<file path="config.mk">
export PLATFORM = sky130hd
export DESIGN_NAME = i2c_cfg_sequencer_flat
export DESIGN_NICKNAME = d
export VERILOG_FILES = /design/src/rtl/i2c_cfg_sequencer_if.sv /design/src/rtl/i2c_cfg_sequencer.sv /design/src/flat_wrapper.sv
export SDC_FILE = /design/constraint.sdc
export NUM_CORES = 1
export LEC_CHECK = 0
export ABC_AREA = 0
export BUFFER_PORTS_ARGS = -buffer_cell sky130_fd_sc_hd__buf_2
export CAP_MARGIN = 25
export CORE_MARGIN = 10
export CORE_UTILIZATION = 41
export CTS_CLUSTER_SIZE = 12
export DETAILED_ROUTE_END_ITERATION = 8
export GPL_TIMING_DRIVEN = 0
export PLACE_DENSITY = 0.7
export REMOVE_ABC_BUFFERS = 1
export SLEW_MARGIN = 40
export SYNTH_ARGS = -nofsm -noshare
export SYNTH_HDL_FRONTEND = slang
export SYNTH_SLANG_ARGS = --single-unit
</file>
<file path="constraint.sdc">
create_clock -name clk -period 2.5 [get_ports clk]
set_clock_uncertainty 0.05 [all_clocks]
set_input_delay 0.125 -clock clk [delete_from_list [all_inputs] [get_ports clk]]
set_output_delay 0.125 -clock clk [all_outputs]
set_load 0.1 [all_outputs]
</file>
<file path="src/rtl/i2c_cfg_sequencer_if.sv">
// Request/done handshake between the codec config sequencer and the
// downstream I2C bit-level master.
interface i2c_cfg_sequencer_if;
  logic [23:0] i2c_packet;
  logic        wr_i2c;
  logic        i2c_done;
  logic        i2c_ack_err;

  modport master (
    output i2c_packet,
    output wr_i2c,
    input  i2c_done,
    input  i2c_ack_err
  );

  modport slave (
    input  i2c_packet,
    input  wr_i2c,
    output i2c_done,
    output i2c_ack_err
  );
endinterface

</file>
<file path="src/rtl/i2c_cfg_sequencer.sv">
// Walks a table of codec register writes and issues each one as a 24-bit
// I2C packet, retrying on NACK or timeout.
module i2c_cfg_sequencer #(
  parameter logic [6:0] DEV_ADDR    = 7'h1A,
  parameter int         NUM_REGS    = 10,
  parameter int         IDX_W       = 6,
  parameter int         MAX_RETRY   = 3,
  parameter int         TIMEOUT     = 4096,
  parameter int         START_DELAY = 16
) (
  input  logic                 clk,
  input  logic                 rst_n,
  input  logic                 start,
  output logic [IDX_W-1:0]     tbl_idx,
  input  logic [15:0]          tbl_data,
  i2c_cfg_sequencer_if.master  i2c,
  output logic                 busy,
  output logic                 done,
  output logic                 error,
  output logic [IDX_W-1:0]     err_idx
);

  typedef enum logic [2:0] {
    S_IDLE, S_DELAY, S_LOAD, S_REQ, S_WAIT, S_NEXT, S_DONE, S_FAIL
  } state_t;

  state_t             state_q, state_d;
  logic [IDX_W-1:0]   tbl_idx_q;
  logic [IDX_W-1:0]   err_idx_q;
  logic [23:0]        packet_q;
  logic [3:0]         retry_q;
  logic [15:0]        cnt_q;
  logic               attempt_fail;
  logic               can_retry;
  logic               last_entry;
  logic               start_ok;

  assign can_retry  = (retry_q < 4'(MAX_RETRY));
  assign last_entry = (tbl_idx_q == IDX_W'(NUM_REGS - 1));
  assign start_ok   = start && ((state_q == S_IDLE) || (state_q == S_DONE) ||
                                (state_q == S_FAIL));

  // State register
  always_ff @(posedge clk or negedge rst_n) begin
    if (!rst_n) state_q <= S_IDLE;
    else        state_q <= state_d;
  end

  // Next-state logic; i2c_done takes priority over a coincident timeout
  always_comb begin
    state_d      = state_q;
    attempt_fail = 1'b0;
    case (state_q)
      S_IDLE, S_DONE, S_FAIL: begin
        if (start) state_d = S_DELAY;
      end
      S_DELAY: begin
        if (cnt_q == 16'(START_DELAY)) state_d = S_LOAD;
      end
      S_LOAD: state_d = S_REQ;
      S_REQ:  state_d = S_WAIT;
      S_WAIT: begin
        if (i2c.i2c_done) attempt_fail = i2c.i2c_ack_err;
        else              attempt_fail = (cnt_q == 16'(TIMEOUT - 1));
        if (i2c.i2c_done && !i2c.i2c_ack_err) state_d = S_NEXT;
        else if (attempt_fail)                state_d = can_retry ? S_REQ : S_FAIL;
      end
      S_NEXT: state_d = last_entry ? S_DONE : S_LOAD;
      default: state_d = S_IDLE;
    endcase
  end

  // Datapath: table index, packet, retry count and the shared delay/timeout counter
  always_ff @(posedge clk or negedge rst_n) begin
    if (!rst_n) begin
      tbl_idx_q <= '0;
      err_idx_q <= '0;
      packet_q  <= '0;
      retry_q   <= '0;
      cnt_q     <= '0;
    end else begin
      case (state_q)
        S_IDLE, S_DONE, S_FAIL: begin
          if (start_ok) begin
            tbl_idx_q <= '0;
            err_idx_q <= '0;
            retry_q   <= '0;
            cnt_q     <= '0;
          end
        end
        S_DELAY: cnt_q <= cnt_q + 16'd1;
        S_LOAD:  packet_q <= {DEV_ADDR, 1'b0, tbl_data};
        S_REQ:   cnt_q <= '0;
        S_WAIT: begin
          cnt_q <= cnt_q + 16'd1;
          if (attempt_fail) begin
            if (can_retry) retry_q   <= retry_q + 4'd1;
            else           err_idx_q <= tbl_idx_q;
          end
        end
        S_NEXT: begin
          retry_q <= '0;
          if (!last_entry) tbl_idx_q <= tbl_idx_q + IDX_W'(1);
        end
        default: ;
      endcase
    end
  end

  assign tbl_idx        = tbl_idx_q;
  assign err_idx        = err_idx_q;
  assign i2c.i2c_packet = packet_q;
  assign i2c.wr_i2c     = (state_q == S_REQ);
  assign busy           = (state_q == S_DELAY) || (state_q == S_LOAD) ||
                          (state_q == S_REQ)   || (state_q == S_WAIT) ||
                          (state_q == S_NEXT);
  assign done           = (state_q == S_DONE);
  assign error          = (state_q == S_FAIL);

endmodule

</file>
<file path="src/flat_wrapper.sv">
// flat-port wrapper written by rule: the top's interface ports become plain ports
module i2c_cfg_sequencer_flat 
#(
  parameter logic [6:0] DEV_ADDR    = 7'h1A,
  parameter int         NUM_REGS    = 10,
  parameter int         IDX_W       = 6,
  parameter int         MAX_RETRY   = 3,
  parameter int         TIMEOUT     = 4096,
  parameter int         START_DELAY = 16
)
  (clk, rst_n, start, tbl_idx, tbl_data, busy, done, error, err_idx, i2c_i2c_packet, i2c_wr_i2c, i2c_i2c_done, i2c_i2c_ack_err);
  i2c_cfg_sequencer_if i2c_i ();
  input  logic clk;
  input  logic rst_n;
  input  logic start;
  output logic [IDX_W-1:0] tbl_idx;
  input  logic [15:0] tbl_data;
  output logic busy;
  output logic done;
  output logic error;
  output logic [IDX_W-1:0] err_idx;
  output wire logic [$bits(i2c_i.i2c_packet)-1:0] i2c_i2c_packet;
  output wire logic [$bits(i2c_i.wr_i2c)-1:0] i2c_wr_i2c;
  input wire logic [$bits(i2c_i.i2c_done)-1:0] i2c_i2c_done;
  input wire logic [$bits(i2c_i.i2c_ack_err)-1:0] i2c_i2c_ack_err;
  assign i2c_i2c_packet = i2c_i.i2c_packet;
  assign i2c_wr_i2c = i2c_i.wr_i2c;
  assign i2c_i.i2c_done = i2c_i2c_done;
  assign i2c_i.i2c_ack_err = i2c_i2c_ack_err;
  i2c_cfg_sequencer #(.DEV_ADDR(DEV_ADDR), .NUM_REGS(NUM_REGS), .IDX_W(IDX_W), .MAX_RETRY(MAX_RETRY), .TIMEOUT(TIMEOUT), .START_DELAY(START_DELAY)) u_core (.clk(clk), .rst_n(rst_n), .start(start), .tbl_idx(tbl_idx), .tbl_data(tbl_data), .i2c(i2c_i), .busy(busy), .done(done), .error(error), .err_idx(err_idx));
endmodule
</file>
==> flow_metrics.tcl, run 1 <==
set metrics [dict create \
    antenna_left 0 \
    syn_to_final_growth_pct 21.62 \
    endpoint_kind "flop" \
    initial_core_util_pct 42.29 \
    hp-class "in2reg" \
    arrival_ns 2.29 \
    period_needed_ns 2.150 \
    synth-seq-cells 52 \
    core_sq_um 6350 \
    drt-wirelength-per-cell_microns 14.28 \
    slew_headroom_pct 47.40 \
    clk_path_buf_depth 2 \
    finalCritPeriodShare_pct 85.99 \
    grt_pass1_wl_microns 9687 \
    final_cell_area_sq_um 3266 \
    power_w 0.001652 \
    slew_viol_final 0 \
    ir_drop_mv 0.3217 \
    die_w_microns 100.9 \
    die_area_sq_um 10190 \
    avgSynthCellArea_sq_um 10.29 \
    yosysWarnings 0 \
    multi_input_area_sq_um 1251 \
    fp-row-count 29 \
    gp_routability_congestion 0.7819 \
    io_buffers 55 \
    mostFrequentLayoutCells "buf_2 (54), dfrtp_1 (52), o21ai_0 (21), nor2_1 (20), nand2_1 (19)" \
    final_core_util_pct 51.43 \
    clock-sinks 52 \
    leakage_nw 1.610 \
    hold-worst-slack_ns 0.02248 \
    vias 2096 \
    placed_area_sq_um 2968 \
    cts-resized-gates 0 \
    syn_inst 261 \
    synth_top_cell_by_area "dfrtp_1" \
    numCtsBuffers 5 \
    drive_gt1_share_pct 28.53 \
    worstMarginPinSlew_ns 0.7874 \
    fmax_mhz 465.2 \
    start_kind "flop" \
    cp_slowest_stage_delay_ns 0.64 \
    crit_path_top_delay_cell "nor2b_1" \
    synth_edf_count 0 \
    regArea_sq_um 1301 \
    final.setup.tns_ns 0 \
    crit_chain "nor3_1 > a21oi_1 > nor2b_1 > o21ai_4 > mux2_4" \
    hpwl_microns 4109 \
    synth_area_leaders "dfrtp_1 (48%), mux2_2 (7.1%), o21ai_0 (3.9%), nor2_1 (2.8%), nand2_1 (2.7%)" \
    grt_max_degree 53 \
    finish.net_count 351 \
    drc_errors 0 \
    antennaDiodeCount 0 \
    clkTransAtPathRegs_ns 0.09 \
    synth_flop_cell "dfrtp_1" \
    antenna_found_initial 0 \
    first_iter_violations 94 \
    powerDensity_nw_per_um2 505.9 \
    clock_latency_ns 0.30 \
    cts_tree "yes" \
    htree_num_levels 2 \
    grt-ovfl-total 0 \
    dr.pass1.iters 4 \
    synthDistinctLibCells 42 \
    via_per_inst 5.201 \
    rsz0062_at_grt "false" \
    hold_viol 0 \
    grt_pass1_vias 2114 \
    setup.worst_path.class "reg2reg" \
    cp.required_ns 2.64 \
    setup_viol 0 \
    crit_fanout 16 \
    cts_root_buf "clkbuf_8" \
    synth-async-reset-ratio_pct 100.0 \
    critPathTopFamily "simple AND/OR/NAND/NOR gates" \
    fp.dieH_microns 100.9 \
    layout_commonest_cell "buf_2" \
    status "finished, final reports clean" \
    ios 61 \
    post_cts_buffers 0 \
    nFillCells 571 \
    wl_microns 5754 \
    synth_top_cell_area_share_pct 48.46 \
    synth_area_sq_um 2685 \
    cap_viol_max_count 0 \
    cts_hold_buf 15 \
    yosysSeqAreaShare_pct 48.46 \
    critPathBufInv 0 \
    grt_usage_pct 11.40 \
]
-- power by group --
group / switching, W / leakage (nW) / internal (W)
registers: 0.00000512 / 0.640 / 0.000844
clock network: 0.000281 / 0.0687 / 0.000403
logic: 0.0000857 / 0.901 / 0.0000336
-- cells by family (layout without fill, tap and decap cells) --
logic type | after synthesis | count (layout) | synth area share, %
AO/OA/AOI/OAI | 52 | 52 | 12.77
XOR/XNOR | 7 | 7 | 2.283
adder cells (fa/ha/maj) | 5 | 5 | 2.330
buffers and inverters | 29 | 90 | 5.639
flip-flops | 52 | 52 | 48.46
multiplexers | 25 | 25 | 10.30
other | 1 | 5 | 0.1397
AND/OR/NAND/NOR | 90 | 90 | 18.08
-- synth_stat cells, types with 2 or more instances --
| cell | instances |
|---|---|
| o21ai_4 | 2 |
| mux2_2 | 17 |
| or2_1 | 2 |
| nand2_1 | 19 |
| nor3b_1 | 2 |
| a21o_1 | 3 |
| a31oi_1 | 4 |
| xor2_1 | 7 |
| and2_1 | 4 |
| mux2i_1 | 7 |
| ha_1 | 5 |
| nand2b_1 | 6 |
| nor3_1 | 3 |
| nand4_1 | 7 |
| dfrtp_1 | 52 |
| o31ai_1 | 4 |
| a21oi_1 | 10 |
| nand3_1 | 8 |
| nor4b_1 | 2 |
| inv_1 | 11 |
| nor4_1 | 2 |
| buf_2 | 10 |
| nand3b_1 | 2 |
| nor2_1 | 20 |
| and3_1 | 6 |
| o21ai_1 | 2 |
| buf_4 | 8 |
| nand3_2 | 2 |
| o21ai_0 | 21 |
-- routing by layer --
layer / vias to the layer above / track usage [%] / part of all wire (%)
li1: 1031 / - / -
met1: 1004 / 14.12 / 44
met2: 57 / 18.67 / 48
met3: 4 / 3.086 / 6.7
met4: 0 / 3.859 / 1.1
met5: - / 0 / 0
-- registers in the layout, summed over array words and instances (netlist names) --
register,cells
u_core.cnt_q,16
u_core.err_idx,6
u_core.i2c.i2c_packet,17
u_core.retry_q,4
u_core.state_q,3
u_core.tbl_idx,6
-- worst paths after layout --
path / start / cells past startpoint / slack, ns / endpoint
hold / removal: tbl_data[8] / 2 / 0.02 / u_core.i2c.i2c_packet[8]$_DFFE_PN0P_
hold reg to reg: u_core.cnt_q[15]$_DFFE_PN0P_ / 1 / 0.43 / u_core.cnt_q[15]$_DFFE_PN0P_
setup / recovery: u_core.state_q[2]$_DFFE_PN0P_ / 5 / 0.35 / u_core.retry_q[0]$_DFFE_PN0P_
setup reg to reg: u_core.state_q[2]$_DFFE_PN0P_ / 5 / 0.35 / u_core.retry_q[0]$_DFFE_PN0P_
max in group asynchronous: rst_n / 2 / 1.64 / u_core.state_q[2]$_DFFE_PN0P_
min in group asynchronous: rst_n / 2 / 0.34 / u_core.cnt_q[13]$_DFFE_PN0P_
-- stage by stage --
step / setup WS (ns) / std cells
2_1_floorplan: -0.9480 / 247
5_1_grt: 0.1701 / 403
3_3_place_gp: 0.3929 / 379
6_report: 0.3503 / 403
3_5_place_dp: 0.3326 / 379
4_1_cts: 0.3248 / 402
-- layout make-up --
cell class	instances	area share, %
Sequential cell	52	39.85
Clock buffer	5	2.107
Tap cell	77	2.950
Inverter	11	1.264
Multi-Input combinational cell	184	38.31
Clock inverter	3	2.107
Timing Repair Buffer	71	13.41
(Power assumes the default switching activity.)
==> run 2, diff against run 1 <==
GPL_TIMING_DRIVEN = unset   (was 0)
==> flow_metrics.tcl, run 2 (same netlist as run 1, synthesis figures left out) <==
set metrics [dict create \
    status "finished, final reports clean" \
    antenna_found_initial 0 \
    wl_met2_microns 3012 \
    fp.dieH_microns 100.9 \
    cts_tree "yes" \
    syn_to_final_growth_pct 22.18 \
    ios 61 \
    wl_met3_microns 424 \
    finish.net_count 357 \
    powerDensity_nw_per_um2 478.0 \
    start_kind "flop" \
    cts_root_buf "clkbuf_8" \
    antennaDiodeCount 0 \
    setup.worst_path.class "reg2reg" \
    setup_viol 0 \
    cap_viol_max_count 0 \
    ir_drop_mv 0.3709 \
    reg2regPathDepth 5 \
    slew_headroom_pct 54.06 \
    finalCritPeriodShare_pct 78.34 \
    io_buffers 55 \
    hpwl_microns 4417 \
    largest_register_ffs 17 \
    grt-ovfl-total 0 \
    htree_num_levels 2 \
    clock-sinks 52 \
    grt_pass1_vias 2102 \
    final_cell_area_sq_um 3281 \
    dr.pass1.iters 4 \
    post_cts_buffers 0 \
    drt-wirelength-per-cell_microns 14.94 \
    core_sq_um 6350 \
    die_w_microns 100.9 \
    worstMarginPinSlew_ns 0.6891 \
    drc_errors 0 \
    regArea_sq_um 1301 \
    cp.required_ns 2.65 \
    nFillCells 577 \
    fmax_mhz 510.6 \
    drt-met1-wl_microns 2593 \
    layout_commonest_cell "buf_2" \
    hp-class "in2reg" \
    min_path_cells 3 \
    crit_fanout 16 \
    clkTransAtPathRegs_ns 0.10 \
    crit_chain "nand2b_1 > or2_1 > a211o_4 > o21ai_4 > mux2_4" \
    top_layer "met4" \
    first_iter_violations 65 \
    wl_microns 6112 \
    grt_max_degree 31 \
    placed_area_sq_um 2999 \
    multi_input_area_sq_um 1247 \
    vias 2123 \
    reg2reg_slack_ns 0.54 \
    crit_path_top_delay_cell "dfrtp_1" \
    drive_gt1_share_pct 28.92 \
    antenna_left 0 \
    hold_viol 0 \
    clock_latency_ns 0.31 \
    leakage_nw 1.624 \
    gp_routability_congestion 0.8295 \
    numCtsBuffers 5 \
    mostFrequentLayoutCells "buf_2 (55), dfrtp_1 (52), o21ai_0 (21), nor2_1 (20), nand2_1 (19)" \
    initial_core_util_pct 42.29 \
    cp_slowest_stage_delay_ns 0.61 \
    grt_usage_pct 12.06 \
    die_area_sq_um 10190 \
    via_per_inst 5.191 \
    rsz0062_at_grt "false" \
    grt_pass1_wl_microns 10070 \
    hold-worst-slack_ns 0.1071 \
    period_needed_ns 1.958 \
    arrival_ns 2.11 \
    slew_viol_final 0 \
    endpoint_kind "flop" \
    fp-row-count 29 \
    clk_path_buf_depth 2 \
]
run 2: cell types whose count changed in the layout (fill, tap and decap cells not counted), sizes merged:
cell / previous run / this run
clkbuf: 5 / 6
dlygate4sd3: 16 / 17
buf: 55 / 60
bufinv: 2 / 1
run 2: through the flow:
stage | util, % | power [W] | setup TNS [ns] | worst slack [ns] | instances
CTS | 51.51 | 0.001584 | 0 | 0.5218 | 408
floorplan | - | 0.0009277 | -11.58 | -0.9480 | 247
finish | 51.67 | 0.001568 | 0 | 0.5416 | 409
global placement | 47.23 | 0.0009691 | 0 | 0.6013 | 384
global route | 51.67 | 0.001624 | 0 | 0.3962 | 409
detailed placement | 47.23 | 0.0009706 | 0 | 0.5375 | 384
run 2: timing repair:
item / CTS / global route
resized for setup: 0 / 0
hold buffers: 16 / 1
endpoints found under the hold margin: 43 / 1
run 2: worst max-delay path, delay by kind of cell, from the launching register on:
family	cells	cell delay [ns]
flip-flops	1	0.61
AND/OR/NAND/NOR	2	0.46
AO/OA/AOI/OAI	2	0.43
multiplexers	1	0.31
run 2: final timing paths:
| kind | start | end |
|---|---|---|
| setup / recovery | u_core.state_q[2]$_DFFE_PN0P_ | u_core.retry_q[0]$_DFFE_PN0P_ |
| hold / removal | start | u_core.state_q[0]$_DFFE_PN0P_ |
| setup reg to reg | u_core.state_q[2]$_DFFE_PN0P_ | u_core.retry_q[0]$_DFFE_PN0P_ |
| hold reg to reg | u_core.cnt_q[15]$_DFFE_PN0P_ | u_core.cnt_q[15]$_DFFE_PN0P_ |
| max in group asynchronous | rst_n | u_core.i2c.i2c_packet[18]$_DFFE_PN0P_ |
| min in group asynchronous | rst_n | u_core.cnt_q[12]$_DFFE_PN0P_ |
run 2: area by class of cell:
cell class                      instances  share of cell area [%]
Clock inverter                          2                   1.182
Timing Repair Buffer                   77                   14.72
Inverter                               11                   1.259
Clock buffer                            6                   2.212
Tap cell                               77                   2.937
Multi-Input combinational cell        184                   38.02
Sequential cell                        52                   39.66
run 2: power by group:
part	internal [W]	switching, W
combinational	0.0000361	0.0000874
clock	0.000303	0.000293
sequential	0.000844	0.00000546
total	0.00118	0.000385
run 2: per-layer routing:
metal  track usage [%]  vias to the layer above
met3             3.361                        5
met1             14.34                     1022
met4             4.502                        0
met5                 0                        -
met2             20.20                       59
li1                  -                     1037
==> run 3, diff against run 2 <==
PLACE_DENSITY = 0.73   (was 0.7)
clock period = 1.7 ns   (was 2.5 ns; I/O delays follow)
==> flow_metrics.tcl, run 3 (same netlist as run 1, synthesis figures left out) <==
set metrics [dict create \
    status "complete, but fails checks" \
    violations "negative setup slack" \
    regArea_sq_um 1304 \
    fp.dieH_microns 100.9 \
    vias 2445 \
    powerDensity_nw_per_um2 573.4 \
    drive_gt1_share_pct 44.70 \
    rsz0062_at_grt "true" \
    hold_viol 0 \
    r2r-start "u_core.retry_q[1]$_DFFE_PN0P_" \
    clkTransAtPathRegs_ns 0.10 \
    first_iter_violations 161 \
    syn_to_final_growth_pct 50.05 \
    cap_viol_max_count 0 \
    nFillCells 467 \
    setup.worst_path.class "reg2reg" \
    drt-wirelength-per-cell_microns 16.75 \
    leakage_nw 1.985 \
    io_buffers 55 \
    fin_ws_ns -0.05379 \
    reg2reg_slack_ns -0.05 \
    clock-sinks 52 \
    layout_commonest_cell "buf_2" \
    reg2regPathDepth 7 \
    grt_pass1_vias 2358 \
    worstMarginPinSlew_ns 0.5958 \
    grt_usage_pct 12.91 \
    numCtsBuffers 5 \
    grt_pass1_wl_microns 10790 \
    slew_viol_final 0 \
    ios 61 \
    clock_latency_ns 0.31 \
    place_ws_ns -0.1363 \
    initial_core_util_pct 42.29 \
    hpwl_microns 4614 \
    htree_num_levels 2 \
    dr.pass1.iters 4 \
    r2r_end "u_core.retry_q[0]$_DFFE_PN0P_" \
    grt-ovfl-total 0 \
    final_core_util_pct 63.45 \
    clk_path_buf_depth 2 \
    min_path_cells 3 \
    grt_max_degree 29 \
    finish.net_count 412 \
    antenna_left 0 \
    die_area_sq_um 10190 \
    slew_headroom_pct 60.28 \
    cts_tree "yes" \
    fmax_mhz 570.2 \
    antennaDiodeCount 0 \
    worstHoldEndpoint "u_core.state_q[0]$_DFFE_PN0P_" \
    core_sq_um 6350 \
    fp-row-count 29 \
    crit_fanout 4 \
    die_w_microns 100.9 \
    via_per_inst 5.269 \
    antenna_found_initial 0 \
    hold-worst-slack_ns 0.02566 \
    multi_input_area_sq_um 1450 \
    start_kind "flop" \
    arrival_ns 1.90 \
    setup_viol 6 \
    drc_errors 0 \
    finalCritPeriodShare_pct 103.2 \
    wl_microns 7770 \
    mostFrequentLayoutCells "buf_2 (52), dfrtp_1 (50), buf_4 (48)" \
    gp_routability_congestion 0.8444 \
    cp.required_ns 1.85 \
    largest_register_ffs 17 \
    endpoint_kind "flop" \
    hp-class "in2reg" \
    ir_drop_mv 0.4884 \
    cts_root_buf "clkbuf_8" \
    hp-start "start" \
    period_needed_ns 1.754 \
]
-- run 3: what timing repair did --
action / in CTS / in global routing
endpoints found under the setup margin: 14 / 50
gates resized for setup: 13 / 37
pin swaps: 5 / 14
setup buffers: 4 / 8
endpoints found under the hold margin: 40 / 0
hold buffers: 17 / 0
cloned: 0 / 6
-- run 3: worst max-delay path by stage --
stage / slack [ns] / endpoint / cells past startpoint / startpoint
final: -0.05 / u_core.retry_q[0]$_DFFE_PN0P_ / 7 / u_core.retry_q[1]$_DFFE_PN0P_
after global routing: -0.15 / u_core.retry_q[0]$_DFFE_PN0P_ / 7 / u_core.retry_q[1]$_DFFE_PN0P_
after CTS: -0.04 / u_core.retry_q[0]$_DFFE_PN0P_ / 7 / u_core.retry_q[0]$_DFFE_PN0P_
after detailed placement: -0.14 / u_core.retry_q[0]$_DFFE_PN0P_ / 7 / u_core.retry_q[0]$_DFFE_PN0P_
after global placement: -0.07 / u_core.retry_q[0]$_DFFE_PN0P_ / 7 / u_core.retry_q[0]$_DFFE_PN0P_
after floorplan: -1.75 / u_core.retry_q[0]$_DFFE_PN0P_ / 5 / u_core.state_q[2]$_DFFE_PN0P_
-- run 3: worst max-delay path, cell delays in order, from the launching register on --
cell and delay [ns]:
dfrtp_1 0.40, ha_2 0.20, nor3_4 0.22, a21oi_2 0.09, nor3b_2 0.18, buf_4 0.14, o21ai_4 0.06, mux2_4 0.30
-- run 3: final cells by class --
type                            count  share of cell area [%]
Multi-Input combinational cell    186                   35.99
Inverter                           11                   1.025
Timing Repair Buffer              130                   25.47
Clock buffer                        6                   1.801
Sequential cell                    52                   32.36
Clock inverter                      2                  0.9627
Tap cell                           77                   2.391
-- run 3: power by group --
part           switching, W  internal (W)  leakage (nW)  total, W
clock network      0.000420      0.000445        0.0558  0.000865
logic              0.000140     0.0000619          1.29  0.000201
registers        0.00000317       0.00124         0.636   0.00124
-- run 3: metal layers --
layer	GRT usage [%]	vias up	routed length [microns]
li1	-	1158	-
met1	14.62	1183	3226
met2	22.31	87	3729
met3	3.429	17	597
met4	5.466	0	216
met5	0	-	0
-- run 3: per-stage QoR --
stage / std cells / total power [W] / setup TNS, ns / area, sq um
global route: 464 / 0.002389 / -1.293 / 4029
finish: 464 / 0.002310 / -0.09838 / 4029
CTS: 451 / 0.002325 / -0.03793 / 3736
detailed placement: 422 / 0.001436 / -0.2289 / 3369
global placement: 422 / 0.001434 / -0.08792 / 3369
floorplan: 247 / 0.001364 / -29.14 / 2590
